## src/rtl/data_mem_pkg.sv

```systemverilog
// Shared constants for the data memory arbiter: sizes, widths, port IDs
// and the address legality check used by the top level.
package data_mem_pkg;

  localparam int DEPTH_DEFAULT = 64;
  localparam int ERRW_DEFAULT  = 8;
  localparam int WORD_W        = 32;
  localparam int ADDR_W        = 32;

  localparam int PORT_LSU = 0;
  localparam int PORT_DBG = 1;

  // A word access is legal when it is word-aligned and its word index
  // falls inside the attached memory.
  function automatic logic addr_legal(input logic [ADDR_W-1:0] addr,
                                      input int depth);
    logic [ADDR_W-1:0] word_idx;
    word_idx = {2'b00, addr[ADDR_W-1:2]};
    return (addr[1:0] == 2'b00) && (word_idx < ADDR_W'(depth));
  endfunction

endpackage

```

## src/rtl/data_mem_arbiter_if.sv

```systemverilog
// One requester port of the data memory arbiter. The master modport is
// the requester side (LSU or debug/DMA); the slave modport is the arbiter.
interface data_mem_arbiter_if;
  import data_mem_pkg::*;

  logic              req;
  logic              we;
  logic [ADDR_W-1:0] addr;
  logic [WORD_W-1:0] wdata;
  logic              gnt;
  logic              rvalid;
  logic [WORD_W-1:0] rdata;
  logic              err;

  modport master (
    output req, we, addr, wdata,
    input  gnt, rvalid, rdata, err
  );

  modport slave (
    input  req, we, addr, wdata,
    output gnt, rvalid, rdata, err
  );

endinterface

```

## src/rtl/rr_arbiter2.sv

```systemverilog
// Two-input round-robin arbiter. The grant is combinational from the
// requests and the registered identity of the most recently granted port.
module rr_arbiter2
  import data_mem_pkg::*;
(
  input  logic       clk,
  input  logic       rst_n,
  input  logic [1:0] req,
  output logic [1:0] gnt
);

  logic last_gnt;

  // Pick a winner; on a conflict the port not served last wins, and
  // nothing is granted while reset is held.
  always_comb begin
    gnt = 2'b00;
    if (rst_n) begin
      case (req)
        2'b01:   gnt = 2'b01;
        2'b10:   gnt = 2'b10;
        2'b11:   gnt = (last_gnt == 1'(PORT_DBG)) ? 2'b01 : 2'b10;
        default: gnt = 2'b00;
      endcase
    end
  end

  // Remember who was granted last; reset favours the LSU on the first conflict.
  always_ff @(posedge clk or negedge rst_n) begin
    if (!rst_n) begin
      last_gnt <= 1'(PORT_DBG);
    end else if (|gnt) begin
      last_gnt <= gnt[PORT_DBG];
    end
  end

endmodule

```

## src/rtl/data_mem_arbiter.sv

```systemverilog
// Arbitrates the core LSU and debug/DMA ports onto a single-ported data
// memory with combinational read, checks addresses, and returns a
// registered response one cycle after each grant.
module data_mem_arbiter
  import data_mem_pkg::*;
#(
  parameter int DEPTH = DEPTH_DEFAULT,
  parameter int ERRW  = ERRW_DEFAULT
) (
  input  logic              clk,
  input  logic              rst_n,
  data_mem_arbiter_if.slave p0,
  data_mem_arbiter_if.slave p1,
  output logic              mem_we,
  output logic [ADDR_W-1:0] mem_a,
  output logic [WORD_W-1:0] mem_wd,
  input  logic [WORD_W-1:0] mem_rd,
  output logic [ERRW-1:0]   err_cnt
);

  logic [1:0]        req;
  logic [1:0]        gnt;
  logic              granted;
  logic              sel_we;
  logic [ADDR_W-1:0] sel_addr;
  logic [WORD_W-1:0] sel_wdata;
  logic              legal;
  logic [WORD_W-1:0] rsp_data;
  logic              rsp_err;

  logic [1:0]        rvalid_q;
  logic [WORD_W-1:0] p0_rdata_q;
  logic [WORD_W-1:0] p1_rdata_q;
  logic              p0_err_q;
  logic              p1_err_q;

  assign req[PORT_LSU] = p0.req;
  assign req[PORT_DBG] = p1.req;

  rr_arbiter2 u_arb (
    .clk   (clk),
    .rst_n (rst_n),
    .req   (req),
    .gnt   (gnt)
  );

  assign granted = |gnt;
  assign p0.gnt  = gnt[PORT_LSU];
  assign p1.gnt  = gnt[PORT_DBG];

  // Route the granted port onto the memory bus; an idle bus is driven to zero.
  always_comb begin
    sel_we    = 1'b0;
    sel_addr  = '0;
    sel_wdata = '0;
    if (gnt[PORT_DBG]) begin
      sel_we    = p1.we;
      sel_addr  = p1.addr;
      sel_wdata = p1.wdata;
    end else if (gnt[PORT_LSU]) begin
      sel_we    = p0.we;
      sel_addr  = p0.addr;
      sel_wdata = p0.wdata;
    end
  end

  assign legal    = addr_legal(sel_addr, DEPTH);
  assign mem_a    = sel_addr;
  assign mem_wd   = sel_wdata;
  assign mem_we   = granted & sel_we & legal;
  assign rsp_data = (granted && legal && !sel_we) ? mem_rd : '0;
  assign rsp_err  = granted & ~legal;

  // Capture the response of this cycle's access for the granted port only;
  // reset discards any response still in flight.
  always_ff @(posedge clk or negedge rst_n) begin
    if (!rst_n) begin
      rvalid_q   <= 2'b00;
      p0_rdata_q <= '0;
      p1_rdata_q <= '0;
      p0_err_q   <= 1'b0;
      p1_err_q   <= 1'b0;
    end else begin
      rvalid_q   <= gnt;
      p0_rdata_q <= gnt[PORT_LSU] ? rsp_data : '0;
      p1_rdata_q <= gnt[PORT_DBG] ? rsp_data : '0;
      p0_err_q   <= gnt[PORT_LSU] & rsp_err;
      p1_err_q   <= gnt[PORT_DBG] & rsp_err;
    end
  end

  // Count errored accesses, sticking at all-ones instead of wrapping.
  always_ff @(posedge clk or negedge rst_n) begin
    if (!rst_n) begin
      err_cnt <= '0;
    end else if (rsp_err && (err_cnt != '1)) begin
      err_cnt <= err_cnt + 1'b1;
    end
  end

  assign p0.rvalid = rvalid_q[PORT_LSU];
  assign p1.rvalid = rvalid_q[PORT_DBG];
  assign p0.rdata  = p0_rdata_q;
  assign p1.rdata  = p1_rdata_q;
  assign p0.err    = p0_err_q;
  assign p1.err    = p1_err_q;

endmodule

```

## src/flat_wrapper.sv

```systemverilog
// flat-port wrapper written by rule: the top's interface ports become plain ports
module data_mem_arbiter_flat import data_mem_pkg::*;
#(
  parameter int DEPTH = DEPTH_DEFAULT,
  parameter int ERRW  = ERRW_DEFAULT
)
  (clk, rst_n, mem_we, mem_a, mem_wd, mem_rd, err_cnt, p0_req, p0_we, p0_addr, p0_wdata, p0_gnt, p0_rvalid, p0_rdata, p0_err, p1_req, p1_we, p1_addr, p1_wdata, p1_gnt, p1_rvalid, p1_rdata, p1_err);
  data_mem_arbiter_if p0_i ();
  data_mem_arbiter_if p1_i ();
  input  logic clk;
  input  logic rst_n;
  output logic mem_we;
  output logic [ADDR_W-1:0] mem_a;
  output logic [WORD_W-1:0] mem_wd;
  input  logic [WORD_W-1:0] mem_rd;
  output logic [ERRW-1:0] err_cnt;
  input wire logic [$bits(p0_i.req)-1:0] p0_req;
  input wire logic [$bits(p0_i.we)-1:0] p0_we;
  input wire logic [$bits(p0_i.addr)-1:0] p0_addr;
  input wire logic [$bits(p0_i.wdata)-1:0] p0_wdata;
  output wire logic [$bits(p0_i.gnt)-1:0] p0_gnt;
  output wire logic [$bits(p0_i.rvalid)-1:0] p0_rvalid;
  output wire logic [$bits(p0_i.rdata)-1:0] p0_rdata;
  output wire logic [$bits(p0_i.err)-1:0] p0_err;
  input wire logic [$bits(p1_i.req)-1:0] p1_req;
  input wire logic [$bits(p1_i.we)-1:0] p1_we;
  input wire logic [$bits(p1_i.addr)-1:0] p1_addr;
  input wire logic [$bits(p1_i.wdata)-1:0] p1_wdata;
  output wire logic [$bits(p1_i.gnt)-1:0] p1_gnt;
  output wire logic [$bits(p1_i.rvalid)-1:0] p1_rvalid;
  output wire logic [$bits(p1_i.rdata)-1:0] p1_rdata;
  output wire logic [$bits(p1_i.err)-1:0] p1_err;
  assign p0_i.req = p0_req;
  assign p0_i.we = p0_we;
  assign p0_i.addr = p0_addr;
  assign p0_i.wdata = p0_wdata;
  assign p0_gnt = p0_i.gnt;
  assign p0_rvalid = p0_i.rvalid;
  assign p0_rdata = p0_i.rdata;
  assign p0_err = p0_i.err;
  assign p1_i.req = p1_req;
  assign p1_i.we = p1_we;
  assign p1_i.addr = p1_addr;
  assign p1_i.wdata = p1_wdata;
  assign p1_gnt = p1_i.gnt;
  assign p1_rvalid = p1_i.rvalid;
  assign p1_rdata = p1_i.rdata;
  assign p1_err = p1_i.err;
  data_mem_arbiter #(.DEPTH(DEPTH), .ERRW(ERRW)) u_core (.clk(clk), .rst_n(rst_n), .p0(p0_i), .p1(p1_i), .mem_we(mem_we), .mem_a(mem_a), .mem_wd(mem_wd), .mem_rd(mem_rd), .err_cnt(err_cnt));
endmodule
```

## config.mk

```make
export PLATFORM = sky130hd
export DESIGN_NAME = data_mem_arbiter_flat
export DESIGN_NICKNAME = d
export VERILOG_FILES = /design/src/rtl/data_mem_pkg.sv /design/src/rtl/data_mem_arbiter_if.sv /design/src/rtl/rr_arbiter2.sv /design/src/rtl/data_mem_arbiter.sv /design/src/flat_wrapper.sv
export SDC_FILE = /design/constraint.sdc
export NUM_CORES = 1
export LEC_CHECK = 0
export ABC_CLOCK_PERIOD_IN_PS = 2810
export BUFFER_PORTS_ARGS = -buffer_cell sky130_fd_sc_hd__buf_2
export CAP_MARGIN = 20
export CORE_AREA = 2 2 119 121
export DETAILED_ROUTE_END_ITERATION = 6
export DIE_AREA = 0 0 121 123
export GPL_TIMING_DRIVEN = 0
export SLEW_MARGIN = 0
export SYNTH_ARGS = -nofsm -noshare
export SYNTH_HDL_FRONTEND = slang
export SYNTH_HIERARCHICAL = 1
export SYNTH_SLANG_ARGS = --single-unit
```

## constraint.sdc

```tcl
create_clock -name clk -period 2.81 [get_ports clk]
set_input_delay 0.1405 -clock clk [delete_from_list [all_inputs] [get_ports clk]]
set_output_delay 0.1405 -clock clk [all_outputs]
set_load 0.01 [all_outputs]
```

Yosys cells after proc, flatten, opt, wreduce, memory -nomap -nowiden

Index checks and enable logic that the tools add are counted.

Eq/ne operators: 4
Add/subtract/negate cells: 1
Reductions and logical operators: 7
$lt $le $gt $ge: 1
Multiplexer cells: 12
Bitwise operators: 6

Operators with widths:

| cell                                                                           | number |
|---|---|
| 32-bit 2-to-1 mux                                                              | 7 |
| 30-bit by 7-bit less-than comparator with 1-bit output (second input constant) | 1 |
| 8-bit by 1-bit adder with 8-bit output (second input constant)                 | 1 |
| 8-bit != test (second input constant)                                          | 1 |
| 2-bit one-hot mux with 3 select lines                                          | 1 |
| 1-bit bitwise AND                                                              | 5 |
| 2-bit == test (second input constant)                                          | 2 |
| 1-bit logical AND                                                              | 4 |
| 2-bit 2-to-1 mux                                                               | 2 |
| 2-bit by 1-bit == test with 1-bit output (second input constant)               | 1 |
| 2-bit zero test                                                                | 1 |
| 1-bit 2-to-1 mux                                                               | 2 |
| 2-bit OR reduction                                                             | 1 |
| 1-bit zero test                                                                | 1 |
| 1-bit inverter                                                                 | 1 |

Logic and storage cells: 38
Input port bits: 166
Flip-flop bits (word level): 77

Depth between registers and ports, before layout

Word-level depth: 11
Depth in mapped cells: 9

Cells and area by module

Netlist, hierarchy kept.

By module, submodules not included:

| module           | instances | seq. area each (um2) | cells an instance | area an instance (um2) |
|---|---|---|---|---|
| data_mem_arbiter | 1         | 1901.8               | 284               | 3403.3 |
| rr_arbiter2      | 1         | 26.3                 | 8                 | 62.6 |

Worst setup path before layout

Ideal clock, no wire load.

Path type: register -> output
From: register u_core.u_arb.last_gnt
To: output port mem_we
Slack: 0.625 ns
Stages on the path, launching flop included: 8
Path buffers: 2
Data arrival time: 2.045 ns
Cell sequence: dfstp_2 -> inv_1 -> a21oi_1 -> nor2b_1 -> buf_2 -> buf_1 -> nand2_1 -> a21oi_1

Word-level cells in the longest chain between the ends: 8
Elaborated cells between the ends (all ways): 13
Those cells by class: order compare (1); mux (7); bitwise (2); reduce/logical (3)

Ends and longest elaborated chain:

| element                                                                                          | RTL line               | text |
|---|---|---|
| start, declared                                                                                  | rr_arbiter2.sv:12      | `logic last_gnt;` |
| start signal, assigned                                                                           | rr_arbiter2.sv:31      | `last_gnt <= 1'(PORT_DBG);` |
| start signal, assigned                                                                           | rr_arbiter2.sv:33      | `last_gnt <= gnt[PORT_DBG];` |
| 2-bit 2-to-1 mux (*)                                                                             | rr_arbiter2.sv:22      | `2'b11: gnt = (last_gnt == 1'(PORT_DBG)) ? 2'b01 : 2'b10;` |
| 2-bit one-hot mux with 3 select lines (*)                                                        | rr_arbiter2.sv:19      | `case (req)` |
| 2-bit 2-to-1 mux (*)                                                                             | rr_arbiter2.sv:18      | `if (rst_n) begin` |
| via p0_gnt                                                                                       | flat_wrapper.sv:21     | `output wire logic [$bits(p0_i.gnt)-1:0] p0_gnt;` |
| 32-bit 2-to-1 mux                                                                                | data_mem_arbiter.sv:60 | `end else if (gnt[PORT_LSU]) begin` |
| 32-bit 2-to-1 mux                                                                                | data_mem_arbiter.sv:56 | `if (gnt[PORT_DBG]) begin` |
| 30-bit by 7-bit less-than comparator with 1-bit output / 2-bit zero test (equally long branches) | data_mem_pkg.sv:19     | `return (addr[1:0] == 2'b00) && (word_idx < ADDR_W'(depth));` |
| 1-bit logical AND                                                                                | data_mem_pkg.sv:19     |  |
| 1-bit bitwise AND (*)                                                                            | data_mem_arbiter.sv:70 | `assign mem_we = granted & sel_we & legal;` |
| end, declared                                                                                    | flat_wrapper.sv:12     | `output logic mem_we;` |

The timed path passes the listed nets; every way through them passes the cells marked *.

Final worst setup path

From: register u_core.u_arb.last_gnt
To: output port mem_a[14]

Word-level cells in the longest chain between the ends: 5

Ends and longest elaborated chain:

| element                                   | RTL line               | text |
|---|---|---|
| 2-bit 2-to-1 mux (*)                      | rr_arbiter2.sv:22      |  |
| 2-bit one-hot mux with 3 select lines (*) | rr_arbiter2.sv:19      |  |
| 2-bit 2-to-1 mux (*)                      | rr_arbiter2.sv:18      |  |
| 32-bit 2-to-1 mux                         | data_mem_arbiter.sv:60 |  |
| 32-bit 2-to-1 mux (*)                     | data_mem_arbiter.sv:56 |  |
| end, declared                             | flat_wrapper.sv:13     | `output logic [ADDR_W-1:0] mem_a;` |

Mark *: on every way between the ends. The rest lies on a longest branch, timed or not.

==> metrics.txt <==
outcome completed; design area 5700 sq um; cell area after synthesis 3470 sq um; Via density 4.51; register bit total from synthesis 77; initial antenna violation count 0; worst path bufs/invs 4; clock sinks 77; Die Y 123 um; fin crit share 94.7%; Final setup viols 0; Routed Antenna Nets 0; Max Slew Vio Count 0; mux share of post-synthesis cell area 0.325%; Flop pwr share 38.2%; sw frac 25.5%; Top cell by count, worst path buf_2; drt first-iter violations 183; CTS Buf Count 9; grt total ovfl 0; RSZ-0062 raised after global routing no; simple-gate share of the synthesized area 19.8%; Worst EP required 2.67 ns; overall routed net length 14300 um; Layout area overhead 64.3%; worst skew pair latency 0.33 ns; Worst setup EP type primary output; # port buffers 308; xor/xnor share of the synthesized area 1.77%; Core ar. 13600 sq um; CP top delay family buffers and inverters; DP HPWL 11800 um; clock skew after layout 0.00635 ns; nets@finish 782; synthesized area per cell 11.9 sq um; slowest stage delay, CP 0.55 ns; Hold Path Class in2reg; crit path from u_core/u_arb/last_gnt; Tightest Pin Transition 0.762 ns; Internal 0.00239 W; Max Cap Viol 0; maximum vdd drop 0.253 mV; Post-DP Area 5260 sq um; drt first pass iters 4; CP Cell Sequence inv_1 -> a21oi_4 -> nor2b_1 -> buf_2 -> clkbuf_1 -> a22o_1 -> buf_2; CP Max Fanout 10; slowest CP cell dfstp_2; reg2reg start u_core/u_arb/last_gnt; Fmax achieved 0.376 GHz; clock tree from TritonCTS built; CTS H-tree lvls 3; Final GP Congestion 0.921; CTS max path bufs 2; largest net degree at the start of global routing 60; vias 3607; Clock Pin Slew Worst Setup and Hold Paths 0.06 ns; # rows 43; GRT Resource Usage Total 18.4%; NetSw 0.000815 W; Clk pwr share 41.9%; setup bufs post-CTS 0; root buffer cell clkbuf_16; PD cells 562 nW/um^2; Starting Density 25.5%; ant diodes 0; Adder-Cell Fraction of Synth Area 0.361%; layout cells sized above 1 57.1%; Synth warnings 6; Cells after DPL 781; Lkg Pwr 3.33 nW; syn_nets 459; Wirelength per Cell 17.9 um; DRC Markers 0; final hold viol count 0; vias in the first global route 3778; Post-Layout Cell Count 800; CP Class reg2out; I/O pin count 309; Rel. slew slack 49.0%; Comb pwr share 19.9%; Crit path arrival time 2.52 ns; first-pass GRT wire length 20700 um; launching element type of the critical path flip-flop; Yosys cell types 34; die area 14900 sq um; Compound-Gate Fraction of Synth Area 18.1%; Final min period 2.66 ns; DIE WIDTH 121 um; sequential-to-total area share from yosys stat 55.6%; most common cell after layout, fill and taps aside buf_2; Hold Crit Start mem_rd[12]; largest family of logic cells by synthesized area simple AND/OR/NAND/NOR gates; most frequent cells in the layout buf_2, dfrtp_1, and2_1; synthesized instance count 292
==> metal layers <==
layer | routed length, um | up-vias | part of all wire (%) | GRT usage [%]
li1 | - | 1697 | - | -
met1 | 5460 | 1709 | 38 | 21.2
met2 | 7430 | 185 | 52 | 33.0
met3 | 1180 | 16 | 8.2 | 4.80
met4 | 271 | 0 | 1.9 | 6.76
met5 | 0 | - | 0 | 0
==> worst register-to-register path, stage by stage, from the launching register on <==
cell and delay, ns:
dfstp_2 0.38, a21oi_2 0.22, nor4b_2 0.27, nand4_1 0.18, o41ai_2 0.32, nand3_2 0.20
buf_6 0.19, nand2_2 0.07, mux2_1 0.31
==> Yosys cell counts <==
cell | number | area share [%]
nand2b_1 | 2 | 0.36
nor2b_1 | 2 | 0.36
dfrtp_1 | 76 | 55
nand3_1 | 5 | 0.72
a21oi_1 | 3 | 0.43
xnor2_1 | 6 | 1.5
nor2_4 | 1 | 0.32
buf_1 | 5 | 0.54
mux2_1 | 1 | 0.32
a31oi_2 | 1 | 0.36
ha_1 | 1 | 0.36
a22oi_1 | 1 | 0.22
o41ai_1 | 1 | 0.25
a21oi_2 | 1 | 0.25
and4_1 | 1 | 0.25
and3_1 | 5 | 0.90
nand2_1 | 9 | 0.97
nand3_2 | 1 | 0.29
nand4_1 | 4 | 0.72
clkbuf_1 | 9 | 0.97
o41ai_2 | 1 | 0.47
nor4_1 | 10 | 1.8
dfstp_2 | 1 | 0.76
and2_1 | 66 | 12
nor4b_2 | 1 | 0.43
and4bb_2 | 1 | 0.36
inv_1 | 1 | 0.11
a22o_1 | 63 | 16
buf_2 | 1 | 0.14
nor2_1 | 2 | 0.22
buf_6 | 7 | 2.3
nand2_2 | 1 | 0.18
o21ai_0 | 1 | 0.14
xor2_1 | 1 | 0.25
==> timing repair <==
| action | 4_1_cts | 5_1_grt |
|---|---|---|
| pin swaps | 0 | 0 |
| hold buffers | 3 | 0 |
| hold endpoints to repair | 17 | 0 |
| endpoints found under the setup margin | 65 | 34 |
| cloned | 0 | 0 |
| resized for setup | 8 | 5 |
==> area by class of cell <==
type / count / area, sq um
tap: 180 / 225
multi-input combinational: 192 / 1410
buffer: 22 / 148
clock inverter: 5 / 106
fill: 1365 / 7920
clock buffer: 11 / 253
timing repair buffer: 312 / 1620
sequential: 77 / 1930
inverter: 1 / 3.75
==> sequential cells by signal, indices dropped and copies added, names as in the netlist <==
| signal | flops |
|---|---|
| u_core/p0.err | 1 |
| u_core/p0.rdata | 32 |
| u_core/rvalid_q | 2 |
| u_core/p1.err | 1 |
| u_core/u_arb/last_gnt | 1 |
| u_core/err_cnt | 8 |
| u_core/p1.rdata | 32 |
==> through the flow <==
| stage | util [%] | worst slack, ns | setup TNS, ns | hold WS (ns) | total power, W |
|---|---|---|---|---|---|
| finish | 41.8 | 0.149 | 0 | 0.0275 | 0.00320 |
| global route | 41.8 | 0.00199 | 0 | 0.0197 | 0.00335 |
| CTS | 41.8 | 0.0779 | 0 | 0.0141 | 0.00324 |
| detailed placement | 38.7 | -0.395 | -25.94 | 0.0347 | 0.00187 |
| global placement | 38.4 | -1.11 | -129.66 | 0.357 | 0.00186 |
| floorplan | - | 0.625 | 0 | -0.155 | 0.00151 |
==> kinds of logic after synthesis <==
group / Yosys count
AOI/OAI and AO/OA: 72
xor gates and xnor gates: 7
adders and majority gates: 1
buffers and inverters: 23
DFF: 77
muxes: 1
and+or+nand+nor: 111
==> worst paths after layout <==
kind,end,slack (ns),cells after the start
worst min register to register,u_core/err_cnt[4],0.48,1
worst max register to register,u_core/err_cnt[1],0.55,8
worst max-delay path,mem_a[14],0.15,7
min in group asynchronous,u_core/p0.rdata[30],0.47,2
max in group asynchronous,u_core/p1.rdata[19],1.84,4
worst min-delay path,u_core/p0.rdata[12],0.03,2
==> power by group through the flow <==
stage	clock [W]	sequential (W)	combinational, W
after detailed placement	0	0.00124	0.000630
after global placement	0	0.00124	0.000621
final	0.00134	0.00122	0.000637
after floorplan	0	0.00126	0.000254
after CTS	0.00137	0.00122	0.000646
after global routing	0.00142	0.00123	0.000695
(Power assumes the default switching activity.)
